**config.mk**
```make
export PLATFORM = sky130hd
export DESIGN_NAME = id_ex_stage_flat
export DESIGN_NICKNAME = d
export VERILOG_FILES = /design/src/rtl/id_ex_stage_if.sv /design/src/rtl/id_ex_stage.sv /design/src/flat_wrapper.sv
export SDC_FILE = /design/constraint.sdc
export NUM_CORES = 1
export LEC_CHECK = 0
export ABC_AREA = 1
export BUFFER_PORTS_ARGS = -buffer_cell sky130_fd_sc_hd__buf_4
export CELL_PAD_IN_SITES_DETAIL_PLACEMENT = 1
export CELL_PAD_IN_SITES_GLOBAL_PLACEMENT = 1
export CORE_ASPECT_RATIO = 1.2
export CORE_MARGIN = 2
export CORE_UTILIZATION = 34
export CTS_CLUSTER_SIZE = 40
export DETAILED_ROUTE_END_ITERATION = 10
export GPL_TIMING_DRIVEN = 0
export PLACE_DENSITY_LB_ADDON = 0.1
export SYNTH_ARGS = -nofsm -noshare
export SYNTH_HDL_FRONTEND = slang
export SYNTH_SLANG_ARGS = --single-unit
```
**constraint.sdc**
```tcl
create_clock -name clk -period 3.9 [get_ports clk]
set_clock_uncertainty 0.1 [all_clocks]
set_input_delay 0.39 -clock clk [delete_from_list [all_inputs] [get_ports clk]]
set_output_delay 0.39 -clock clk [all_outputs]
set_load 0.1 [all_outputs]
```
**src/rtl/id_ex_stage_if.sv**
```systemverilog
// Decode->execute bus: decoded instruction in, forwarding taps from the
// later stages, and the registered ALU operands out.
interface id_ex_stage_if #(
    parameter int XLEN   = 32,
    parameter int REG_AW = 5
);
    // Decode-side handshake and instruction fields
    logic              flush;
    logic              in_valid;
    logic              in_ready;
    logic [3:0]        in_op;
    logic [XLEN-1:0]   in_pc;
    logic [REG_AW-1:0] in_rs1;
    logic [REG_AW-1:0] in_rs2;
    logic [XLEN-1:0]   in_rs1_val;
    logic [XLEN-1:0]   in_rs2_val;
    logic [XLEN-1:0]   in_imm;
    logic [1:0]        in_a_sel;
    logic              in_b_sel;
    logic [REG_AW-1:0] in_rd;
    logic              in_rd_we;

    // Forwarding taps, youngest (EX) to oldest (WB)
    logic              fwd_ex_valid;
    logic [REG_AW-1:0] fwd_ex_rd;
    logic [XLEN-1:0]   fwd_ex_val;
    logic              fwd_mem_valid;
    logic [REG_AW-1:0] fwd_mem_rd;
    logic [XLEN-1:0]   fwd_mem_val;
    logic              fwd_mem_pending;
    logic              fwd_wb_valid;
    logic [REG_AW-1:0] fwd_wb_rd;
    logic [XLEN-1:0]   fwd_wb_val;

    // Execute-side handshake and registered operands
    logic              out_valid;
    logic              out_ready;
    logic [3:0]        out_op;
    logic [XLEN-1:0]   out_a;
    logic [XLEN-1:0]   out_b;
    logic [XLEN-1:0]   out_store;
    logic [XLEN-1:0]   out_pc;
    logic [REG_AW-1:0] out_rd;
    logic              out_rd_we;

    // Environment side: drives decode, forwarding taps and EX ready
    modport master (
        output flush, in_valid, in_op, in_pc, in_rs1, in_rs2, in_rs1_val, in_rs2_val,
               in_imm, in_a_sel, in_b_sel, in_rd, in_rd_we,
               fwd_ex_valid, fwd_ex_rd, fwd_ex_val,
               fwd_mem_valid, fwd_mem_rd, fwd_mem_val, fwd_mem_pending,
               fwd_wb_valid, fwd_wb_rd, fwd_wb_val, out_ready,
        input  in_ready, out_valid, out_op, out_a, out_b, out_store, out_pc, out_rd, out_rd_we
    );

    // Pipeline register side
    modport slave (
        input  flush, in_valid, in_op, in_pc, in_rs1, in_rs2, in_rs1_val, in_rs2_val,
               in_imm, in_a_sel, in_b_sel, in_rd, in_rd_we,
               fwd_ex_valid, fwd_ex_rd, fwd_ex_val,
               fwd_mem_valid, fwd_mem_rd, fwd_mem_val, fwd_mem_pending,
               fwd_wb_valid, fwd_wb_rd, fwd_wb_val, out_ready,
        output in_ready, out_valid, out_op, out_a, out_b, out_store, out_pc, out_rd, out_rd_we
    );
endinterface

```
**src/rtl/id_ex_stage.sv**
```systemverilog
// Decode->execute pipeline register. Forwards source operands at capture,
// stalls on load-use hazards and backpressure, and drops work on flush.
module id_ex_stage #(
    parameter int XLEN   = 32,
    parameter int REG_AW = 5
) (
    input  logic         clk,
    input  logic         rst_n,
    id_ex_stage_if.slave bus
);
    localparam logic [3:0] OP_ADD = 4'b0000;

    logic              w_rs1_ex, w_rs1_mem, w_rs1_wb;
    logic              w_rs2_ex, w_rs2_mem, w_rs2_wb;
    logic [XLEN-1:0]   w_rs1_fwd;
    logic [XLEN-1:0]   w_rs2_fwd;
    logic [XLEN-1:0]   w_a;
    logic [XLEN-1:0]   w_b;
    logic              w_rs1_used;
    logic              w_rs2_used;
    logic              w_hazard;
    logic              w_in_ready;
    logic              w_capture;

    logic              r_valid;
    logic [3:0]        r_op;
    logic [XLEN-1:0]   r_a;
    logic [XLEN-1:0]   r_b;
    logic [XLEN-1:0]   r_store;
    logic [XLEN-1:0]   r_pc;
    logic [REG_AW-1:0] r_rd;
    logic              r_rd_we;

    assign w_rs1_ex  = bus.fwd_ex_valid  && (bus.fwd_ex_rd  == bus.in_rs1);
    assign w_rs1_mem = bus.fwd_mem_valid && (bus.fwd_mem_rd == bus.in_rs1);
    assign w_rs1_wb  = bus.fwd_wb_valid  && (bus.fwd_wb_rd  == bus.in_rs1);
    assign w_rs2_ex  = bus.fwd_ex_valid  && (bus.fwd_ex_rd  == bus.in_rs2);
    assign w_rs2_mem = bus.fwd_mem_valid && (bus.fwd_mem_rd == bus.in_rs2);
    assign w_rs2_wb  = bus.fwd_wb_valid  && (bus.fwd_wb_rd  == bus.in_rs2);

    // Pick the youngest producer for each source; x0 always reads as zero
    always_comb begin
        w_rs1_fwd = bus.in_rs1_val;
        if (bus.in_rs1 == '0)   w_rs1_fwd = '0;
        else if (w_rs1_ex)      w_rs1_fwd = bus.fwd_ex_val;
        else if (w_rs1_mem)     w_rs1_fwd = bus.fwd_mem_val;
        else if (w_rs1_wb)      w_rs1_fwd = bus.fwd_wb_val;

        w_rs2_fwd = bus.in_rs2_val;
        if (bus.in_rs2 == '0)   w_rs2_fwd = '0;
        else if (w_rs2_ex)      w_rs2_fwd = bus.fwd_ex_val;
        else if (w_rs2_mem)     w_rs2_fwd = bus.fwd_mem_val;
        else if (w_rs2_wb)      w_rs2_fwd = bus.fwd_wb_val;
    end

    // Operand muxes feeding the ALU registers; a_sel of 3 has no meaning
    always_comb begin
        case (bus.in_a_sel)
            2'd0:    w_a = w_rs1_fwd;
            2'd1:    w_a = bus.in_pc;
            2'd2:    w_a = '0;
            default: w_a = 'x;
        endcase
        w_b = bus.in_b_sel ? bus.in_imm : w_rs2_fwd;
    end

    // A pending load in MEM stalls only sources actually consumed and not
    // already supplied by a younger EX result; rs2 counts for stores too
    assign w_rs1_used = (bus.in_a_sel == 2'd0);
    assign w_rs2_used = !bus.in_b_sel || !bus.in_rd_we;
    assign w_hazard   = bus.in_valid && bus.fwd_mem_pending &&
                        ((w_rs1_used && (bus.in_rs1 != '0) && w_rs1_mem && !w_rs1_ex) ||
                         (w_rs2_used && (bus.in_rs2 != '0) && w_rs2_mem && !w_rs2_ex));

    assign w_in_ready = (!r_valid || bus.out_ready) && !w_hazard;
    assign w_capture  = bus.in_valid && w_in_ready && !bus.flush;

    // Single-entry buffer: flush beats capture, capture beats drain, else hold
    always_ff @(posedge clk or negedge rst_n) begin
        if (!rst_n) begin
            r_valid <= 1'b0;
            r_op    <= OP_ADD;
            r_a     <= '0;
            r_b     <= '0;
            r_store <= '0;
            r_pc    <= '0;
            r_rd    <= '0;
            r_rd_we <= 1'b0;
        end else if (bus.flush) begin
            r_valid <= 1'b0;
        end else if (w_capture) begin
            r_valid <= 1'b1;
            r_op    <= bus.in_op;
            r_a     <= w_a;
            r_b     <= w_b;
            r_store <= w_rs2_fwd;
            r_pc    <= bus.in_pc;
            r_rd    <= bus.in_rd;
            r_rd_we <= bus.in_rd_we;
        end else if (r_valid && bus.out_ready) begin
            r_valid <= 1'b0;
        end
    end

    // An offered instruction with the reserved a_sel encoding is a decoder bug
    assert property (@(posedge clk) disable iff (!rst_n)
        !(bus.in_valid && (bus.in_a_sel == 2'd3)));

    assign bus.in_ready  = w_in_ready;
    assign bus.out_valid = r_valid;
    assign bus.out_op    = r_op;
    assign bus.out_a     = r_a;
    assign bus.out_b     = r_b;
    assign bus.out_store = r_store;
    assign bus.out_pc    = r_pc;
    assign bus.out_rd    = r_rd;
    assign bus.out_rd_we = r_rd_we;
endmodule

```
**src/flat_wrapper.sv**
```systemverilog
// flat-port wrapper written by rule: the top's interface ports become plain ports
module id_ex_stage_flat 
#(
    parameter int XLEN   = 32,
    parameter int REG_AW = 5
)
  (clk, rst_n, bus_flush, bus_in_valid, bus_in_op, bus_in_pc, bus_in_rs1, bus_in_rs2, bus_in_rs1_val, bus_in_rs2_val, bus_in_imm, bus_in_a_sel, bus_in_b_sel, bus_in_rd, bus_in_rd_we, bus_fwd_ex_valid, bus_fwd_ex_rd, bus_fwd_ex_val, bus_fwd_mem_valid, bus_fwd_mem_rd, bus_fwd_mem_val, bus_fwd_mem_pending, bus_fwd_wb_valid, bus_fwd_wb_rd, bus_fwd_wb_val, bus_out_ready, bus_in_ready, bus_out_valid, bus_out_op, bus_out_a, bus_out_b, bus_out_store, bus_out_pc, bus_out_rd, bus_out_rd_we);
  id_ex_stage_if #(.XLEN(XLEN), .REG_AW(REG_AW)) bus_i ();
  input  logic clk;
  input  logic rst_n;
  input wire logic [$bits(bus_i.flush)-1:0] bus_flush;
  input wire logic [$bits(bus_i.in_valid)-1:0] bus_in_valid;
  input wire logic [$bits(bus_i.in_op)-1:0] bus_in_op;
  input wire logic [$bits(bus_i.in_pc)-1:0] bus_in_pc;
  input wire logic [$bits(bus_i.in_rs1)-1:0] bus_in_rs1;
  input wire logic [$bits(bus_i.in_rs2)-1:0] bus_in_rs2;
  input wire logic [$bits(bus_i.in_rs1_val)-1:0] bus_in_rs1_val;
  input wire logic [$bits(bus_i.in_rs2_val)-1:0] bus_in_rs2_val;
  input wire logic [$bits(bus_i.in_imm)-1:0] bus_in_imm;
  input wire logic [$bits(bus_i.in_a_sel)-1:0] bus_in_a_sel;
  input wire logic [$bits(bus_i.in_b_sel)-1:0] bus_in_b_sel;
  input wire logic [$bits(bus_i.in_rd)-1:0] bus_in_rd;
  input wire logic [$bits(bus_i.in_rd_we)-1:0] bus_in_rd_we;
  input wire logic [$bits(bus_i.fwd_ex_valid)-1:0] bus_fwd_ex_valid;
  input wire logic [$bits(bus_i.fwd_ex_rd)-1:0] bus_fwd_ex_rd;
  input wire logic [$bits(bus_i.fwd_ex_val)-1:0] bus_fwd_ex_val;
  input wire logic [$bits(bus_i.fwd_mem_valid)-1:0] bus_fwd_mem_valid;
  input wire logic [$bits(bus_i.fwd_mem_rd)-1:0] bus_fwd_mem_rd;
  input wire logic [$bits(bus_i.fwd_mem_val)-1:0] bus_fwd_mem_val;
  input wire logic [$bits(bus_i.fwd_mem_pending)-1:0] bus_fwd_mem_pending;
  input wire logic [$bits(bus_i.fwd_wb_valid)-1:0] bus_fwd_wb_valid;
  input wire logic [$bits(bus_i.fwd_wb_rd)-1:0] bus_fwd_wb_rd;
  input wire logic [$bits(bus_i.fwd_wb_val)-1:0] bus_fwd_wb_val;
  input wire logic [$bits(bus_i.out_ready)-1:0] bus_out_ready;
  output wire logic [$bits(bus_i.in_ready)-1:0] bus_in_ready;
  output wire logic [$bits(bus_i.out_valid)-1:0] bus_out_valid;
  output wire logic [$bits(bus_i.out_op)-1:0] bus_out_op;
  output wire logic [$bits(bus_i.out_a)-1:0] bus_out_a;
  output wire logic [$bits(bus_i.out_b)-1:0] bus_out_b;
  output wire logic [$bits(bus_i.out_store)-1:0] bus_out_store;
  output wire logic [$bits(bus_i.out_pc)-1:0] bus_out_pc;
  output wire logic [$bits(bus_i.out_rd)-1:0] bus_out_rd;
  output wire logic [$bits(bus_i.out_rd_we)-1:0] bus_out_rd_we;
  assign bus_i.flush = bus_flush;
  assign bus_i.in_valid = bus_in_valid;
  assign bus_i.in_op = bus_in_op;
  assign bus_i.in_pc = bus_in_pc;
  assign bus_i.in_rs1 = bus_in_rs1;
  assign bus_i.in_rs2 = bus_in_rs2;
  assign bus_i.in_rs1_val = bus_in_rs1_val;
  assign bus_i.in_rs2_val = bus_in_rs2_val;
  assign bus_i.in_imm = bus_in_imm;
  assign bus_i.in_a_sel = bus_in_a_sel;
  assign bus_i.in_b_sel = bus_in_b_sel;
  assign bus_i.in_rd = bus_in_rd;
  assign bus_i.in_rd_we = bus_in_rd_we;
  assign bus_i.fwd_ex_valid = bus_fwd_ex_valid;
  assign bus_i.fwd_ex_rd = bus_fwd_ex_rd;
  assign bus_i.fwd_ex_val = bus_fwd_ex_val;
  assign bus_i.fwd_mem_valid = bus_fwd_mem_valid;
  assign bus_i.fwd_mem_rd = bus_fwd_mem_rd;
  assign bus_i.fwd_mem_val = bus_fwd_mem_val;
  assign bus_i.fwd_mem_pending = bus_fwd_mem_pending;
  assign bus_i.fwd_wb_valid = bus_fwd_wb_valid;
  assign bus_i.fwd_wb_rd = bus_fwd_wb_rd;
  assign bus_i.fwd_wb_val = bus_fwd_wb_val;
  assign bus_i.out_ready = bus_out_ready;
  assign bus_in_ready = bus_i.in_ready;
  assign bus_out_valid = bus_i.out_valid;
  assign bus_out_op = bus_i.out_op;
  assign bus_out_a = bus_i.out_a;
  assign bus_out_b = bus_i.out_b;
  assign bus_out_store = bus_i.out_store;
  assign bus_out_pc = bus_i.out_pc;
  assign bus_out_rd = bus_i.out_rd;
  assign bus_out_rd_we = bus_i.out_rd_we;
  id_ex_stage #(.XLEN(XLEN), .REG_AW(REG_AW)) u_core (.clk(clk), .rst_n(rst_n), .bus(bus_i));
endmodule
```
# After elaboration in Yosys (flattened, before gate mapping)
# Cells that the tools add are included.
[totals]
input_bits = 271
out_inout_bits = 140
elab_cells = 65
register_bits = 139
[op_classes]
n_bitwise = 1
eq_ne = 8
reduce_logical = 35
mux = 13
[op_table]
columns = ["op", "count"]
rows = [
  ["$mux W32", 9],
  ["$pmux W32 S3", 1],
  ["$eq A5 B5 Y1", 6],
  ["$logic_and A1 B1 Y1", 18],
  ["$logic_not A5 Y1", 2],
  ["$reduce_bool A5 Y1", 2],
  ["$logic_not A1 Y1", 7],
  ["$logic_or A1 B1 Y1", 3],
  ["$mux W1", 3],
  ["$reduce_bool A3 Y1", 1],
  ["$eq A2 B1 Y1 const B", 1],
  ["$eq A2 B2 Y1 const B", 1],
  ["$logic_not A2 Y1", 1],
  ["$reduce_and A2 Y1", 1],
  ["$not A1 Y1", 1],
]

# Logic depth before layout (Yosys ltp)
[logic_depth]
word_depth = 13
ltp_mapped = 15
ltp_nobuf = 13

# Least setup slack after synthesis
# OpenSTA, ideal clock, no wires.
[synth_timing]
path_kind = "input-to-output"
start = "in bus_in_b_sel"
end = "out bus_in_ready"
path_stages = 9
path_slack_ns = 1.716
required_ns = 3.410
path_buffers = 1
arrival_ns = 1.694
path_cell_list = "clkbuf_1 > inv_1 > o21ai_1 > inv_1 > nand3_1 > nand2_1 > nand2_1 > nand2_1 > inv_1"
[synth_via]
elab_chain_len = 9
[synth_lines]
columns = ["element", "line", "rtl"]
rows = [
  ["from (decl)", "flat_wrapper.sv:21", "input wire logic [$bits(bus_i.in_b_sel)-1:0] bus_in_b_sel;"],
  ["$logic_not A1 Y1", "id_ex_stage.sv:70", "assign w_rs2_used = !bus.in_b_sel || !bus.in_rd_we;"],
  ["$logic_or A1 B1 Y1", "id_ex_stage.sv:70", ""],
  ["$logic_and A1 B1 Y1 (3 in a row)", "id_ex_stage.sv:73", "(w_rs2_used && (bus.in_rs2 != '0) && w_rs2_mem && !w_rs2_ex));"],
  ["$logic_or A1 B1 Y1", "id_ex_stage.sv:72", "((w_rs1_used && (bus.in_rs1 != '0) && w_rs1_mem && !w_rs1_ex) ||"],
  ["$logic_and A1 B1 Y1", "id_ex_stage.sv:71", "assign w_hazard = bus.in_valid && bus.fwd_mem_pending &&"],
  ["$logic_not A1 Y1", "id_ex_stage.sv:75", "assign w_in_ready = (!r_valid || bus.out_ready) && !w_hazard;"],
  ["$logic_and A1 B1 Y1", "id_ex_stage.sv:75", ""],
  ["to (decl)", "flat_wrapper.sv:35", "output wire logic [$bits(bus_i.in_ready)-1:0] bus_in_ready;"],
]
# No other way between the ends.

# Worst setup path after layout
# Same ends and word-level chain as after synthesis.

==> flow_summary.ini <==
[placement]
place_area_mm2 = 0.0131
dpl.hpwl_um = 37900
port_buffers = 409
globalplace.congestion = 0.934
dp_slack_ns = 1.12

[detailed_routing]
vias = 11800
antenna_left = 0
routed_via_density = 4.89
avgRoutedWirePerCell_um = 19.0
drtIter0Drc = 607
drc = 0
firstDrtPassIters = 5
wirelength_um = 46000

[cts]
cts_hold_buffers = 1
post_cts_buffers = 0
cts.sinks = 139
cts_resized = 0
cts_max_level = 4
root_buffer = clkbuf_16
cts_buffers = 17
clockBufferDepth = 2
clock_latency_ns = 0.44
cts_tree = done
path_clk_slew_ns = 0.07

[power_and_ir_drop]
powerDensity_mw_per_mm2 = 494
pwr-share-seq_pct = 27.2
internal_power_uw = 3250
combPwrFrac_pct = 49.5
leakage_uw = 0.00831
ir_drop_mv = 0.309
switchingPower_uw = 3490
p_clk_share_pct = 23.2
swShare_pct = 51.8

[yosys]
synth-seq-cells = 139
syn_area_mm2 = 0.00950
synth_nets = 1861
syn_inst = 1588
ys_seq_area_share_pct = 36.6
avgSynthCellArea_um2 = 5.98
yosysWarnings = 0
synth_cell_types = 23

[final_layout]
most-common-layout-cells = nand2_1, buf_4, inv_1
area_growth_pct = 43.8
nets = 2291
drive_above_1_share_pct = 24.5
layout_commonest_cell = nand2_1
fin_area_mm2 = 0.0137

[sta]
period_share_pct = 62.7
worst_hold_slack_ns = 0.0463
timing.final.ws_setup_ns = 1.45
slew_violations = 0
fmax_mhz = 409
tightest_slew_ns = 0.758
setup_viol = 0
tns_ns = 0
fin_crit_ns = 2.45
rsz0062_at_grt = false
finalHoldViolations = 0
slew-limit-headroom_pct = 49.3

[setup_path]
reg2reg_depth = 9
crit_fanout = 6
setup.worst_path.start_class = primary input
end_kind = primary output
path_class = in2out
crit_required_ns = 3.41
critPathArrivalTime_ns = 1.96

[flow_run]
cap_viol_max_count = 0

[global_routing]
grt_pass1_vias = 12700
grt_overflow = 0
grtUsageTotal_pct = 31.6
antenna_found_initial = 8
grt_pass1_wl_um = 70000
grt_start_max_net_pins = 90

[floorplan]
boundaryPins = 411
die_w_um = 157
core_area_mm2 = 0.0277
fp.dieH_um = 187
row_count = 67
die_area_mm2 = 0.0293
start_util_pct = 34.2

[run_status]
status = finished clean

[min_path]
hold_depth = 3
hold_class = in2reg
registers in the layout (all words and copies together) (netlist names):
name                  flops
u_core.bus.out_valid      1
u_core.bus.out_pc        32
u_core.bus.out_store     32
u_core.bus.out_a         32
u_core.bus.out_op         4
u_core.bus.out_b         32
u_core.bus.out_rd_we      1
u_core.bus.out_rd         5
layer usage:
layer,part of all wire (%),GRT usage (%),vias up
met5,0,0,-
met4,5.4,16.3,0
met3,6.0,7.41,103
met2,51,57.1,363
met1,37,33.8,5620
li1,-,-,5729
power by group through the flow:
stage | Combinational (uW) | Clock (uW) | Sequential, uW
2_1_floorplan | 574 | 0 | 3600
3_3_place_gp | 3300 | 0 | 1850
3_5_place_dp | 3340 | 0 | 1850
4_1_cts | 3350 | 1590 | 1830
5_1_grt | 3500 | 1650 | 1860
6_report | 3340 | 1570 | 1840
layout make-up:
class                      instances  area (um2)
fill                            3813       14100
sequential                       139        3480
timing repair buffer             411        3110
tap                              379         474
antenna                            7        17.5
clock inverter                    15         129
buffer                            90         438
clock buffer                      17         425
multi-input combinational       1150        4800
inverter                         209         785
worst max-delay path, stage by stage:
cell and delay, ns:
clkbuf_1 0.33, inv_1 0.24, o21ai_1 0.19, inv_1 0.06, nand3_1 0.08, nand2_1 0.07, nand2_1 0.09, nand2_1 0.09
inv_1 0.11, buf_4 0.30
per-stage QoR:
step	power, uW	instances	util, %
finish	6750	2417	49.2
global route	7020	2417	49.2
CTS	6780	2410	49.2
detailed placement	5200	2377	47.1
global placement	5150	2376	47.0
floorplan	4180	1588	-
path summary, 6_finish.rpt:
| check | start | slack [ns] | endpoint |
|---|---|---|---|
| worst max register to register | u_core.bus.out_valid | 1.98 | u_core.bus.out_rd[1] |
| worst max-delay path | bus_in_b_sel | 1.45 | bus_in_ready |
| worst min-delay path | bus_in_op[1] | 0.05 | u_core.bus.out_op[1] |
| worst min register to register | u_core.bus.out_a[27] | 0.38 | u_core.bus.out_a[27] |
| max in group asynchronous | rst_n | 2.47 | u_core.bus.out_a[20] |
| min in group asynchronous | rst_n | 0.37 | u_core.bus.out_rd[0] |
Yosys cell counts:
library cell	instances	area share, %
nand2_1	742	29
inv_1	200	7.9
dfrtp_1	139	37
nand3_1	138	7.3
a21oi_1	101	5.3
nor2_1	86	3.4
clkbuf_1	39	1.5
nand4_1	34	2.2
o21ai_1	34	1.8
buf_2	28	1.5
buf_4	13	1.0
inv_2	8	0.32
buf_1	7	0.28
o21ai_0	7	0.37
buf_6	2	0.24
ha_1	2	0.26
xor2_1	2	0.18
clkbuf_2	1	0.053
clkinv_1	1	0.039
nand3_2	1	0.11
nor2_2	1	0.066
nor2_4	1	0.12
xnor2_1	1	0.092
cell families after synthesis:
family | synth area share [%]
buffers and inverters | 12.9
adders and majority gates | 0.263
xor gates and xnor gates | 0.277
and+or+nand+nor | 42.5
AOI/OAI and AO/OA | 7.48
DFF | 36.6
Power figures use the tool's default switching activity.
